[src/rtl/interrupt_sequencer.sv]
// Interrupt entry/return sequencer: drains the pipeline, pushes the resume PC, fetches the
// handler vector over the shared data-memory port, and unwinds the stack on RTI.
module interrupt_sequencer #(
  parameter logic [15:0] VEC_ADDR     = 16'h0000,
  parameter int unsigned DRAIN_CYCLES = 3
) (
  input  logic        clk_i,
  input  logic        rst_ni,
  input  logic        interrupt_i,
  input  logic        branch_pending_i,
  input  logic [31:0] resume_pc_i,
  input  logic [3:0]  ccr_i,
  input  logic        rti_i,
  input  logic        mem_gnt_i,
  input  logic [15:0] mem_rdata_i,
  output logic        mem_req_o,
  output logic        mem_we_o,
  output logic        mem_use_sp_o,
  output logic [15:0] mem_addr_o,
  output logic [15:0] mem_wdata_o,
  output logic [1:0]  sp_op_o,
  output logic        stall_o,
  output logic        pc_load_o,
  output logic [31:0] pc_value_o,
  output logic        flags_restore_o,
  output logic [3:0]  flags_out_o,
  output logic        int_active_o
);

  typedef enum logic [3:0] {
    IDLE, DRAIN, PUSH_HI, PUSH_LO, VEC_HI, VEC_LO, JUMP, SERVICE, POP_LO, POP_HI, RETURN
  } state_t;

  localparam logic [2:0] CNT_INIT = 3'(DRAIN_CYCLES - 1);

  state_t      state_q, state_d;
  logic        int_prev_q, pend_q, pend_d, int_edge;
  logic [2:0]  cnt_q, cnt_d;
  logic [31:0] saved_pc_q, saved_pc_d, vec_q, vec_d, ret_q, ret_d;
  logic [3:0]  saved_ccr_q, saved_ccr_d;

  logic        mem_req_q, mem_req_d, mem_we_q, mem_we_d, mem_use_sp_q, mem_use_sp_d;
  logic [15:0] mem_addr_q, mem_addr_d, mem_wdata_q, mem_wdata_d;
  logic [1:0]  sp_op_q, sp_op_d;
  logic        stall_q, stall_d, pc_load_q, pc_load_d;
  logic [31:0] pc_value_q, pc_value_d;
  logic        flags_restore_q, flags_restore_d, int_active_q, int_active_d;
  logic [3:0]  flags_out_q, flags_out_d;

  assign int_edge = interrupt_i & ~int_prev_q;

  always_comb begin
    state_d     = state_q;
    pend_d      = pend_q | int_edge;
    cnt_d       = cnt_q;
    saved_pc_d  = saved_pc_q;
    saved_ccr_d = saved_ccr_q;
    vec_d       = vec_q;
    ret_d       = ret_q;

    case (state_q)
      IDLE: if ((pend_q | int_edge) && !branch_pending_i) begin
        saved_pc_d  = resume_pc_i;
        saved_ccr_d = ccr_i;
        pend_d      = 1'b0;
        cnt_d       = CNT_INIT;
        state_d     = DRAIN;
      end
      DRAIN: begin
        if (cnt_q == 3'd0) state_d = PUSH_HI;
        else               cnt_d   = cnt_q - 3'd1;
      end
      PUSH_HI: if (mem_gnt_i) state_d = PUSH_LO;
      PUSH_LO: if (mem_gnt_i) state_d = VEC_HI;
      VEC_HI: if (mem_gnt_i) begin
        vec_d[31:16] = mem_rdata_i;
        state_d      = VEC_LO;
      end
      VEC_LO: if (mem_gnt_i) begin
        vec_d[15:0] = mem_rdata_i;
        state_d     = JUMP;
      end
      JUMP:    state_d = SERVICE;
      SERVICE: if (rti_i) state_d = POP_LO;
      POP_LO: if (mem_gnt_i) begin
        ret_d[15:0] = mem_rdata_i;
        state_d     = POP_HI;
      end
      POP_HI: if (mem_gnt_i) begin
        ret_d[31:16] = mem_rdata_i;
        state_d      = RETURN;
      end
      RETURN:  state_d = IDLE;
      default: state_d = IDLE;
    endcase

    // Outputs are decoded from the next state so they register alongside it.
    mem_req_d       = 1'b0;
    mem_we_d        = 1'b0;
    mem_use_sp_d    = 1'b0;
    mem_addr_d      = 16'h0000;
    mem_wdata_d     = 16'h0000;
    sp_op_d         = 2'b00;
    stall_d         = 1'b0;
    pc_load_d       = 1'b0;
    pc_value_d      = 32'h0;
    flags_restore_d = 1'b0;
    flags_out_d     = 4'h0;
    int_active_d    = 1'b0;

    case (state_d)
      DRAIN: stall_d = 1'b1;
      PUSH_HI, PUSH_LO: begin
        mem_req_d    = 1'b1;
        mem_we_d     = 1'b1;
        mem_use_sp_d = 1'b1;
        sp_op_d      = 2'b01;
        stall_d      = 1'b1;
        mem_wdata_d  = (state_d == PUSH_HI) ? saved_pc_d[31:16] : saved_pc_d[15:0];
      end
      VEC_HI, VEC_LO: begin
        mem_req_d  = 1'b1;
        stall_d    = 1'b1;
        mem_addr_d = (state_d == VEC_HI) ? VEC_ADDR : VEC_ADDR + 16'd1;
      end
      JUMP: begin
        stall_d      = 1'b1;
        pc_load_d    = 1'b1;
        pc_value_d   = vec_d;
        int_active_d = 1'b1;
      end
      SERVICE: int_active_d = 1'b1;
      POP_LO, POP_HI: begin
        mem_req_d    = 1'b1;
        mem_use_sp_d = 1'b1;
        sp_op_d      = 2'b10;
        stall_d      = 1'b1;
        int_active_d = 1'b1;
      end
      RETURN: begin
        stall_d         = 1'b1;
        pc_load_d       = 1'b1;
        pc_value_d      = ret_d;
        flags_restore_d = 1'b1;
        flags_out_d     = saved_ccr_d;
        int_active_d    = 1'b1;
      end
      default: ;
    endcase
  end

  always_ff @(posedge clk_i or negedge rst_ni) begin
    if (!rst_ni) begin
      state_q         <= IDLE;
      int_prev_q      <= 1'b1;  // a level still high at reset release is not a fresh edge
      pend_q          <= 1'b0;
      cnt_q           <= 3'd0;
      saved_pc_q      <= 32'h0;
      saved_ccr_q     <= 4'h0;
      vec_q           <= 32'h0;
      ret_q           <= 32'h0;
      mem_req_q       <= 1'b0;
      mem_we_q        <= 1'b0;
      mem_use_sp_q    <= 1'b0;
      mem_addr_q      <= 16'h0000;
      mem_wdata_q     <= 16'h0000;
      sp_op_q         <= 2'b00;
      stall_q         <= 1'b0;
      pc_load_q       <= 1'b0;
      pc_value_q      <= 32'h0;
      flags_restore_q <= 1'b0;
      flags_out_q     <= 4'h0;
      int_active_q    <= 1'b0;
    end else begin
      state_q         <= state_d;
      int_prev_q      <= interrupt_i;
      pend_q          <= pend_d;
      cnt_q           <= cnt_d;
      saved_pc_q      <= saved_pc_d;
      saved_ccr_q     <= saved_ccr_d;
      vec_q           <= vec_d;
      ret_q           <= ret_d;
      mem_req_q       <= mem_req_d;
      mem_we_q        <= mem_we_d;
      mem_use_sp_q    <= mem_use_sp_d;
      mem_addr_q      <= mem_addr_d;
      mem_wdata_q     <= mem_wdata_d;
      sp_op_q         <= sp_op_d;
      stall_q         <= stall_d;
      pc_load_q       <= pc_load_d;
      pc_value_q      <= pc_value_d;
      flags_restore_q <= flags_restore_d;
      flags_out_q     <= flags_out_d;
      int_active_q    <= int_active_d;
    end
  end

  assign mem_req_o       = mem_req_q;
  assign mem_we_o        = mem_we_q;
  assign mem_use_sp_o    = mem_use_sp_q;
  assign mem_addr_o      = mem_addr_q;
  assign mem_wdata_o     = mem_wdata_q;
  assign sp_op_o         = sp_op_q;
  assign stall_o         = stall_q;
  assign pc_load_o       = pc_load_q;
  assign pc_value_o      = pc_value_q;
  assign flags_restore_o = flags_restore_q;
  assign flags_out_o     = flags_out_q;
  assign int_active_o    = int_active_q;

endmodule

[config.mk]
export PLATFORM = sky130hd
export DESIGN_NAME = interrupt_sequencer
export DESIGN_NICKNAME = d
export VERILOG_FILES = /design/src/rtl/interrupt_sequencer.sv
export SDC_FILE = /design/constraint.sdc
export NUM_CORES = 1
export LEC_CHECK = 0
export ABC_AREA = 1
export CAP_MARGIN = 20
export CORE_UTILIZATION = 35
export DETAILED_ROUTE_END_ITERATION = 10
export SLEW_MARGIN = 15
export SYNTH_ARGS = -nofsm -noshare
export SYNTH_HDL_FRONTEND = slang
export SYNTH_SLANG_ARGS = --single-unit
[constraint.sdc]
create_clock -name clk_i -period 1.9 [get_ports clk_i]
set_input_delay 0.285 -clock clk_i [delete_from_list [all_inputs] [get_ports clk_i]]
set_output_delay 0.285 -clock clk_i [all_outputs]
set_load 0.1 [all_outputs]
==> metrics.cfg, run 1 <==
[run_status]
status = completed

[synth]
synthTopCellsByArea = dfrtp_1, nand2_1, inv_1, o22ai_1, buf_4
synth.largest_area_cell = dfrtp_1
synth_cell_types = 36
seq_area_frac_synth = 0.6102
async_reset_ff_frac = 1.000
ys_ff_latch = 170
synth_top_flop_cell = dfrtp_1
netlist_area_mm2 = 0.006974
synth.most_common_cell = nand2_1
synth_top_area_share = 0.6064
synth_edf_count = 0
syn_avg_cell_area_um2 = 9.795
ys_warn_count = 0
yosys-top-cells-count = nand2_1, dfrtp_1, inv_1
netlist_instances = 712

[global_routing]
grt_usage = 0.1678
grt_max_degree = 48
grt_pass1_vias = 5078
grt_pass1_wl_um = 26040
overflow = 0
antenna_found_initial = 1

[finish]
fin_nets = 926
area_delta_synth_final_pct = 31.68
final_layout_size_suffix_gt1_frac = 0.2298
diodes = 0

[clocking]
cts.sinks = 170
insertion_delay_ns = 0.43
cts-root-buf = clkbuf_16
cts_buffer_depth = 2
numCtsBuffers = 17
htree_levels = 4
cts_tree = built
path_clk_slew_ns = 0.07

[detailed_routing]
drt-total-wl_um = 15830
drc = 0
dr.pass1.iters = 4
drt-initial-drc-count = 181
dr_total_vias = 5107
viasPerCell = 4.464
wl_per_cell_um = 13.83
ant_nets = 0

[place]
io_buffers = 119
hpwl_um = 10900
globalplace.congestion = 0.7724

[setup_path]
cpMostUsedCell = nand2_1
critPathArrivalTime_ns = 2.06
crit_type = reg -> reg
crit_family = simple AND/OR/NAND/NOR gates
worst_setup_path_start_kind = flip-flop
crit_buf_inv = 2
endpoint_kind = flip-flop
max_stage_delay_ns = 0.46
cp.required_ns = 2.27
crit_path_top_delay_cell = dfrtp_1
crit_fanout = 21
path_cells = nor2_4, nand3_2, nor2_4, buf_4, buf_12, nand2_1, nand2_1, nand4_1, nand2_1

[floorplanning]
die_w_um = 143.2
coreArea_mm2 = 0.01953
row_count = 51
io-pin-count = 135
die_area_mm2 = 0.02049
die_y_um = 143.2
start_util = 0.3572

[power]
power.total_mw = 15.83
power_density_mw_per_mm2 = 1723
ir_drop_mv = 1.101
leakagePower_nw = 4.740

[sta]
fin_skew_ns = 0.009839
period_minus_slack_ns = 1.695
hold_viol = 0
rsz0062_at_grt = no
fmax_mhz = 590.1
fin_crit_sh = 0.8919
setup_viol = 0
maxSlewViolCount = 0
fin_tns_setup_ns = 0

[run]
cap_violations = 0

[min_path]
worstHoldPathType = in -> reg

==> repair_timing <==
| item | in CTS | in global routing |
|---|---|---|
| setup endpoints to repair | 0 | 1 |
| hold endpoints to repair | 40 | 0 |
| hold buffers | 1 | 0 |
| gates resized for setup | 0 | 1 |
| setup buffers | 0 | 0 |
==> layout by cell type, fill, tap and decap left out, drive strengths merged <==
cell             n
nand2          219
dfrtp          169
buf            112
inv             97
clkdlybuf4s50   56
o21ai           44
nor2            35
o22ai           32
clkbuf          20
nand4           18
a21oi           18
conb            15
o21a            14
nand3            9
or2              4
clkinv           4
a2bb2oi          2
ha               2
clkinvlp         2
nor3             1
o21bai           1
o31ai            1
o211ai           1
bufinv           1
dlygate4sd3      1
dfstp            1
==> worst reg2reg max path, delay by kind of cell, from the launching register on <==
kind                   cells  cell delay, ns
flip-flops                 1            0.46
AND/OR/NAND/NOR            7            0.88
buffers and inverters      2            0.31
==> power by group <==
| group | internal [mW] | switching, mW | total [mW] |
|---|---|---|---|
| Clock | 1.95 | 1.50 | 3.45 |
| Sequential | 5.00 | 0.484 | 5.49 |
| Combinational | 1.99 | 4.89 | 6.89 |
| Total | 8.95 | 6.88 | 15.8 |
==> sequential cells by signal (all words and copies together), names as in the netlist, 2 cells and up <==
| name | cells |
|---|---|
| sp_op_o | 2 |
| pc_value_o | 32 |
| saved_ccr_q | 4 |
| cnt_q | 3 |
| mem_wdata_o | 16 |
| state_q | 4 |
| ret_q | 32 |
| flags_out_o | 4 |
| saved_pc_q | 32 |
| vec_q | 32 |
==> per-stage QoR <==
stage / std cells / hold slack (ns) / util / area (um^2) / worst slack (ns)
after detailed placement: 1111 / 0.2611 / 0.4393 / 8578 / -0.04864
after global routing: 1144 / 0.3090 / 0.4703 / 9184 / 0.05485
after global placement: 1111 / 0.2735 / 0.4393 / 8578 / -0.03561
after floorplan: 726 / -0.01059 / - / 7027 / 0.2910
after CTS: 1144 / 0.3045 / 0.4703 / 9183 / 0.1163
final: 1144 / 0.3165 / 0.4703 / 9184 / 0.2054
==> cell families after synthesis <==
group / Yosys count / synth area share
other cells: 1 / 0.0005377
compound gates: 113 / 0.1066
buf+inv: 140 / 0.09598
fa+ha+maj: 2 / 0.003588
simple gates: 286 / 0.1832
flops: 170 / 0.6102
==> path summary, 6_finish.rpt <==
kind	start	endpoint	slack [ns]	depth (start not counted)
min in group asynchronous	rst_ni	pc_value_o[9]	0.36	2
max	state_q[3]	mem_wdata_o[9]	0.21	9
max reg2reg	state_q[3]	mem_wdata_o[9]	0.21	9
min reg2reg	saved_pc_q[5]	saved_pc_q[5]	0.47	2
min	interrupt_i	int_prev_q	0.32	1
max in group asynchronous	rst_ni	vec_q[29]	0.88	3
==> cell type report <==
type | instances | area, um^2
Timing Repair Buffer | 169 | 1553
Inverter | 92 | 346.6
Sequential cell | 170 | 4257
Fill cell | 1908 | 10340
Multi-Input combinational cell | 416 | 2102
Clock buffer | 20 | 466.7
Clock inverter | 12 | 127.6
Tap cell | 265 | 331.6
==> layer usage <==
| layer | up-vias | global-route usage | wire length, um | share of wire |
|---|---|---|---|---|
| li1 | 2523 | - | - | - |
| met1 | 2420 | 0.2305 | 7713 | 0.49 |
| met2 | 137 | 0.2526 | 7048 | 0.45 |
| met3 | 25 | 0.04359 | 765 | 0.048 |
| met4 | 2 | 0.06452 | 285 | 0.018 |
| met5 | - | 0 | 13 | 0.00082 |
Power figures use the tool's default switching activity.
==> run 2, diff against run 1 <==
--- a/config.mk
+++ b/config.mk
@@ -9,6 +9,7 @@
 export CAP_MARGIN = 20
 export CORE_UTILIZATION = 35
 export DETAILED_ROUTE_END_ITERATION = 10
+export RECOVER_POWER = 25
 export SLEW_MARGIN = 15
 export SYNTH_ARGS = -nofsm -noshare
 export SYNTH_HDL_FRONTEND = slang
==> run 2 against run 1 <==
  * Flip-flop and latch count unchanged
  * Sequential share of layout area increased by 0.11 points
  * Critical path depth decreased by 2
  * Utilization decreased by 0.12 points
  * Final area decreased by 0.25%
  * Clock power about the same
  * Non-clock buffer count unchanged
==> metrics.cfg, run 2 (synthesized netlist as in run 1, its figures left out) <==
[clocking]
cts_tree = built
post_cts_buffers = 0  ; unchanged
numCtsBuffers = 17  ; unchanged
htree_levels = 4  ; unchanged
path_clk_slew_ns = 0.06  ; about the same
cts-root-buf = clkbuf_16
insertion_delay_ns = 0.43  ; about the same
cts.sinks = 170  ; unchanged
cts_buffer_depth = 2  ; unchanged

[setup_path]
cp.required_ns = 2.21  ; -0.06 ns
worstRegToRegCells = 7  ; -2
r2r-end = pc_value_o[14]
worst_setup_path_start_kind = flip-flop
crit_fanout = 16  ; -24%
r2r_start = state_q[1]
r2r_slack_ns = 0.19  ; about the same
path_cells = nor2_4, buf_4, nand2_4, nor2_4, buf_4, o22ai_1, o21ai_0
crit_type = reg -> reg
max_stage_delay_ns = 0.49  ; +0.03 ns
crit_path_top_delay_cell = dfrtp_2
endpoint_kind = flip-flop
critPathArrivalTime_ns = 2.02  ; -0.04 ns

[floorplanning]
coreArea_mm2 = 0.01953  ; unchanged
io-pin-count = 135  ; unchanged
die_area_mm2 = 0.02049  ; unchanged
start_util = 0.3572  ; unchanged
die_y_um = 143.2  ; unchanged
die_w_um = 143.2  ; unchanged
row_count = 51  ; unchanged

[finish]
diodes = 0  ; unchanged
layout_common_cells = nand2_1, dfrtp_1, buf_4
seqCellArea_mm2 = 0.004257  ; unchanged
final_common_cell = nand2_1
multi_input_area_mm2 = 0.002102  ; unchanged
final_area_mm2 = 0.009161  ; -0.25%
fillCellCount = 1914  ; +0.31%
area_delta_synth_final_pct = 31.36
fin_nets = 926  ; unchanged
final_layout_size_suffix_gt1_frac = 0.2275  ; -0.002275
layoutNonFillerInstCount = 1144  ; unchanged

[place]
globalplace.congestion = 0.7724  ; unchanged
dpl-instance-area_mm2 = 0.008578  ; unchanged
dpl.cell_count = 1111  ; unchanged
io_buffers = 119  ; unchanged
pre_cts_slack_ns = -0.04864  ; unchanged
hpwl_um = 10900  ; unchanged

[power]
switching_share = 0.4348  ; about the same
p_clk_frac = 0.219  ; about the same
power_switching_mw = 6.880  ; about the same
leakagePower_nw = 4.727  ; -0.26%
power_density_mw_per_mm2 = 1727  ; +0.21%
p_int_mw = 8.942  ; about the same
ir_drop_mv = 1.102  ; about the same
pwr-share-comb = 0.435  ; about the same
seqPwrFrac = 0.347  ; about the same

[global_routing]
grt_pass1_vias = 5078  ; unchanged
overflow = 0  ; unchanged
grt_usage = 0.1678  ; unchanged
grt_max_degree = 48  ; unchanged
grt_pass1_wl_um = 26040  ; unchanged
antenna_found_initial = 1  ; unchanged

[sta]
setup_viol = 0  ; unchanged
period_minus_slack_ns = 1.708  ; +0.01301 ns
rsz0062_at_grt = no
slew_headroom = 0.4665
worst_hold_slack_ns = 0.3512  ; +0.03465 ns
fin_skew_ns = 0.01121  ; +0.001372 ns
fin_ws_ns = 0.1924  ; -0.01301 ns
fmax_mhz = 585.6  ; -0.76%
worst_pin_slew_ns = 0.8003
hold_viol = 0  ; unchanged
fin_crit_sh = 0.8987  ; +0.006846
maxSlewViolCount = 0  ; unchanged
fin_tns_setup_ns = 0  ; unchanged

[run]
cap_violations = 0  ; unchanged

[detailed_routing]
dr_total_vias = 5124  ; +0.33%
wl_per_cell_um = 13.82  ; about the same
ant_nets = 0  ; unchanged
drt-initial-drc-count = 181  ; unchanged
viasPerCell = 4.479  ; +0.33%
drt-total-wl_um = 15810  ; about the same
drc = 0  ; unchanged
dr.pass1.iters = 4  ; unchanged

[run_status]
status = completed

[min_path]
worstHoldPathType = in -> async

-- run 2: worst max-delay path by stage --
stage               slack (ns)         endpoint  cells after the start        from
global route              0.05  mem_wdata_o[11]                      9  state_q[3]
global placement         -0.04   pc_value_o[14]                      7   mem_gnt_i
finish                    0.19   pc_value_o[14]                      7  state_q[1]
detailed placement       -0.05   pc_value_o[14]                      7   mem_gnt_i
CTS                       0.12   pc_value_o[24]                      9  state_q[1]
floorplan                 0.29       sp_op_o[0]                      1  sp_op_o[0]
-- run 2: metrics by stage --
stage,total power [mW],util
after floorplan,10.67,-
after CTS,15.97,0.4703
after global placement,12.38,0.4393
after global routing,16.80,0.4692
after detailed placement,12.47,0.4393
final,15.82,0.4692
-- run 2: layer usage --
metal  vias up  share of wire  global-route usage
met5         -        0.00082                   0
met2       138           0.44              0.2526
li1       2523              -                   -
met4         2          0.016             0.06452
met3        22          0.052             0.04359
met1      2439           0.49              0.2305
-- run 2: critical path, delay by kind of cell, from the launching register on --
family,cells,cell delay [ns]
AOI/OAI and AO/OA,2,0.37
buffers and inverters,2,0.41
DFF,1,0.49
and+or+nand+nor,3,0.33
-- run 2: cell type report --
cell class              count  area share
clock buffers              20     0.05094
clock inverters            12     0.01393
inverters                  92     0.03783
multi-input cells         416      0.2294
flip-flops and latches    170      0.4646
well taps                 265     0.03619
repair buffers            169      0.1670
-- run 2: power by group through the flow --
stage	registers, mW	logic, mW	clock network (mW)
floorplan	7.59	3.08	0
global placement	5.53	6.85	0
detailed placement	5.54	6.93	0
CTS	5.49	6.94	3.53
global route	5.62	7.49	3.69
finish	5.49	6.88	3.46
-- run 2: what timing repair did --
| item | 4_1_cts | 5_1_grt |
|---|---|---|
| hold endpoints to repair | 40 | 0 |
| gates resized for setup | 0 | 1 |
| setup endpoints to repair | 0 | 1 |
| hold buffers | 1 | 0 |
==> run 3, diff against run 2 <==
--- a/config.mk
+++ b/config.mk
@@ -9,6 +9,7 @@
 export CAP_MARGIN = 20
 export CORE_UTILIZATION = 35
 export DETAILED_ROUTE_END_ITERATION = 10
+export PLACE_DENSITY = 0.55
 export RECOVER_POWER = 25
 export SLEW_MARGIN = 15
 export SYNTH_ARGS = -nofsm -noshare
==> run 3 against run 2 <==
  * Routed wire length rose by 1.4%
  * First-iteration DRC count up 45%
  * Critical path type unchanged
  * Highest routed layer is now met4
  * Final area down 0.11%
  * Clock-buffer cell count down 1
  * Setup slack worse by 0.029 ns
  * Die area unchanged
==> metrics.cfg, run 3 (synthesized netlist as in run 1, its figures left out) <==
[floorplanning]
coreArea_mm2 = 0.01953  ; unchanged
start_util = 0.3572  ; unchanged
die_y_um = 143.2  ; unchanged
io-pin-count = 135  ; unchanged
die_area_mm2 = 0.02049  ; unchanged
die_w_um = 143.2  ; unchanged
row_count = 51  ; unchanged

[setup_path]
worst_setup_path_start_kind = flip-flop
crit_family = simple AND/OR/NAND/NOR gates
r2r_start = state_q[1]
path_depth = 9  ; +2
crit_fanout = 19  ; +3
max_stage_delay_ns = 0.48  ; about the same
endpoint_kind = flip-flop
critPathArrivalTime_ns = 2.11  ; +0.09 ns
r2r-end = mem_wdata_o[6]
crit_path_top_delay_cell = dfrtp_2
cp.required_ns = 2.27  ; +0.06 ns
worstRegToRegCells = 9  ; +2
crit_type = reg -> reg
r2r_slack_ns = 0.16  ; -0.03 ns
crit_buf_inv = 2  ; unchanged
path_cells = nor2_4, nand3_2, nor2_4, buf_4, buf_12, nand2_1, nand2_1, nand4_1, nand2_1
crit_end = mem_wdata_o[6]
startpoint = state_q[1]
cpMostUsedCell = nand2_1

[finish]
final_layout_size_suffix_gt1_frac = 0.2240  ; -0.003531
fin_nets = 922  ; -0.43%
layout_common_cells = nand2_1, dfrtp_1, buf_4
diodes = 0  ; unchanged
area_delta_synth_final_pct = 31.22
final_common_cell = nand2_1
layoutNonFillerInstCount = 1140  ; -0.35%
utilization = 0.4687  ; -0.0005130

[clocking]
htree_levels = 4  ; unchanged
cts.sinks = 170  ; unchanged
path_clk_slew_ns = 0.07  ; about the same
cts_buffer_depth = 2  ; unchanged
insertion_delay_ns = 0.43  ; about the same
cts_tree = built
numCtsBuffers = 17  ; unchanged
cts-root-buf = clkbuf_16
post_cts_buffers = 0  ; unchanged

[detailed_routing]
ant_nets = 0  ; unchanged
viasPerCell = 4.454  ; -0.55%
drt-met1-wl_um = 7532  ; -2.0%
dr_total_vias = 5078  ; -0.90%
drt-initial-drc-count = 263  ; +45%
wl_per_cell_um = 14.07  ; +1.8%
drt-total-wl_um = 16040  ; +1.4%
top_layer_used = met4
dr.pass1.iters = 4  ; unchanged
route.met3.wl_um = 761  ; -7.1%
drc = 0  ; unchanged
wl_met2_um = 7493  ; +6.5%

[sta]
worst_pin_slew_ns = 1.263  ; +0.4631 ns
fmax_mhz = 576.0  ; -1.6%
fin_crit_sh = 0.9138  ; +0.01503
slew_headroom = 0.1577  ; -0.3087
rsz0062_at_grt = no
hold_viol = 0  ; unchanged
setup_viol = 0  ; unchanged
fin_skew_ns = 0.01328  ; +0.002070 ns
maxSlewViolCount = 0  ; unchanged
period_minus_slack_ns = 1.736  ; +0.02855 ns
worst_hold_slack_ns = 0.4031  ; +0.05191 ns
fin_tns_setup_ns = 0  ; unchanged

[global_routing]
antenna_found_initial = 0  ; -1
grt_max_degree = 45  ; -6.3%
grt_usage = 0.1708  ; +0.003012
grt_pass1_vias = 5149  ; +1.4%
overflow = 0  ; unchanged
grt_pass1_wl_um = 26430  ; +1.5%

[power]
power.total_mw = 15.72  ; -0.65%
ir_drop_mv = 0.7650  ; -31%
leakagePower_nw = 4.727  ; about the same
power_density_mw_per_mm2 = 1718  ; -0.54%

[place]
dpl.cell_count = 1107  ; -0.36%
io_buffers = 119  ; unchanged
hpwl_um = 11170  ; +2.4%
globalplace.congestion = 0.7634  ; -1.2%

[min_path]
worstHoldPathType = in -> reg

[run_status]
status = completed

[run]
cap_violations = 0  ; unchanged

[run 3: cell types whose count changed in the layout (fill, tap and decap cells not counted), sizes merged]
cell      before  now
buf          110  106
clkinvlp       2    1
clkinv         4    8
inv           97   94
clkbuf        22   21
bufinv         1    2
[run 3: what timing repair did]
action | 4_1_cts | 5_1_grt
setup endpoints to repair | 0 | 17
hold buffers | 1 | 0
gates resized for setup | 0 | 1
hold endpoints to repair | 37 | 0
[run 3: final cells by class]
type                    count  area, um^2
multi-input cells         416        2102
fillers                  1904       10380
repair buffers            165        1539
well taps                 265       331.6
flip-flops and latches    170        4257
clock buffers              19       432.9
inverters                  92       346.6
clock inverters            13       142.6
[run 3: metrics by stage]
step / instance area (um^2) / worst slack (ns)
finish: 9151 / 0.1639
global route: 9151 / 0.008003
CTS: 9159 / 0.07374
detailed placement: 8573 / -0.007638
global placement: 8573 / -0.01692
floorplan: 7027 / 0.2910
[run 3: how the worst min path moves through the flow]
| stage | start | to | slack (ns) | cells after the start |
|---|---|---|---|---|
| after floorplan | rst_ni | cnt_q[0] | -0.01 | 0 |
| after global placement | rst_ni | pc_value_o[8] | 0.25 | 1 |
| after detailed placement | rst_ni | pc_value_o[8] | 0.25 | 1 |
| after CTS | interrupt_i | int_prev_q | 0.32 | 1 |
| after global routing | resume_pc_i[2] | saved_pc_q[2] | 0.40 | 3 |
| final | resume_pc_i[9] | saved_pc_q[9] | 0.40 | 3 |
[run 3: layer usage]
layer  vias up  GRT usage
li1       2524          -
met1      2406     0.2274
met2       131     0.2691
met3        17    0.03991
met4         0    0.06565
met5         -          0
[run 3: report_power, final]
part	leakage [nW]	internal [mW]	switching, mW
sequential	2.12	5.00	0.471
combinational	2.33	1.94	4.89
clock	0.283	1.95	1.46
[run 3: worst register-to-register path, delay by kind of cell (launching register included)]
kind                   cells  cell delay [ns]
buffers and inverters      2             0.33
flip-flops                 1             0.48
AND/OR/NAND/NOR            7             0.87
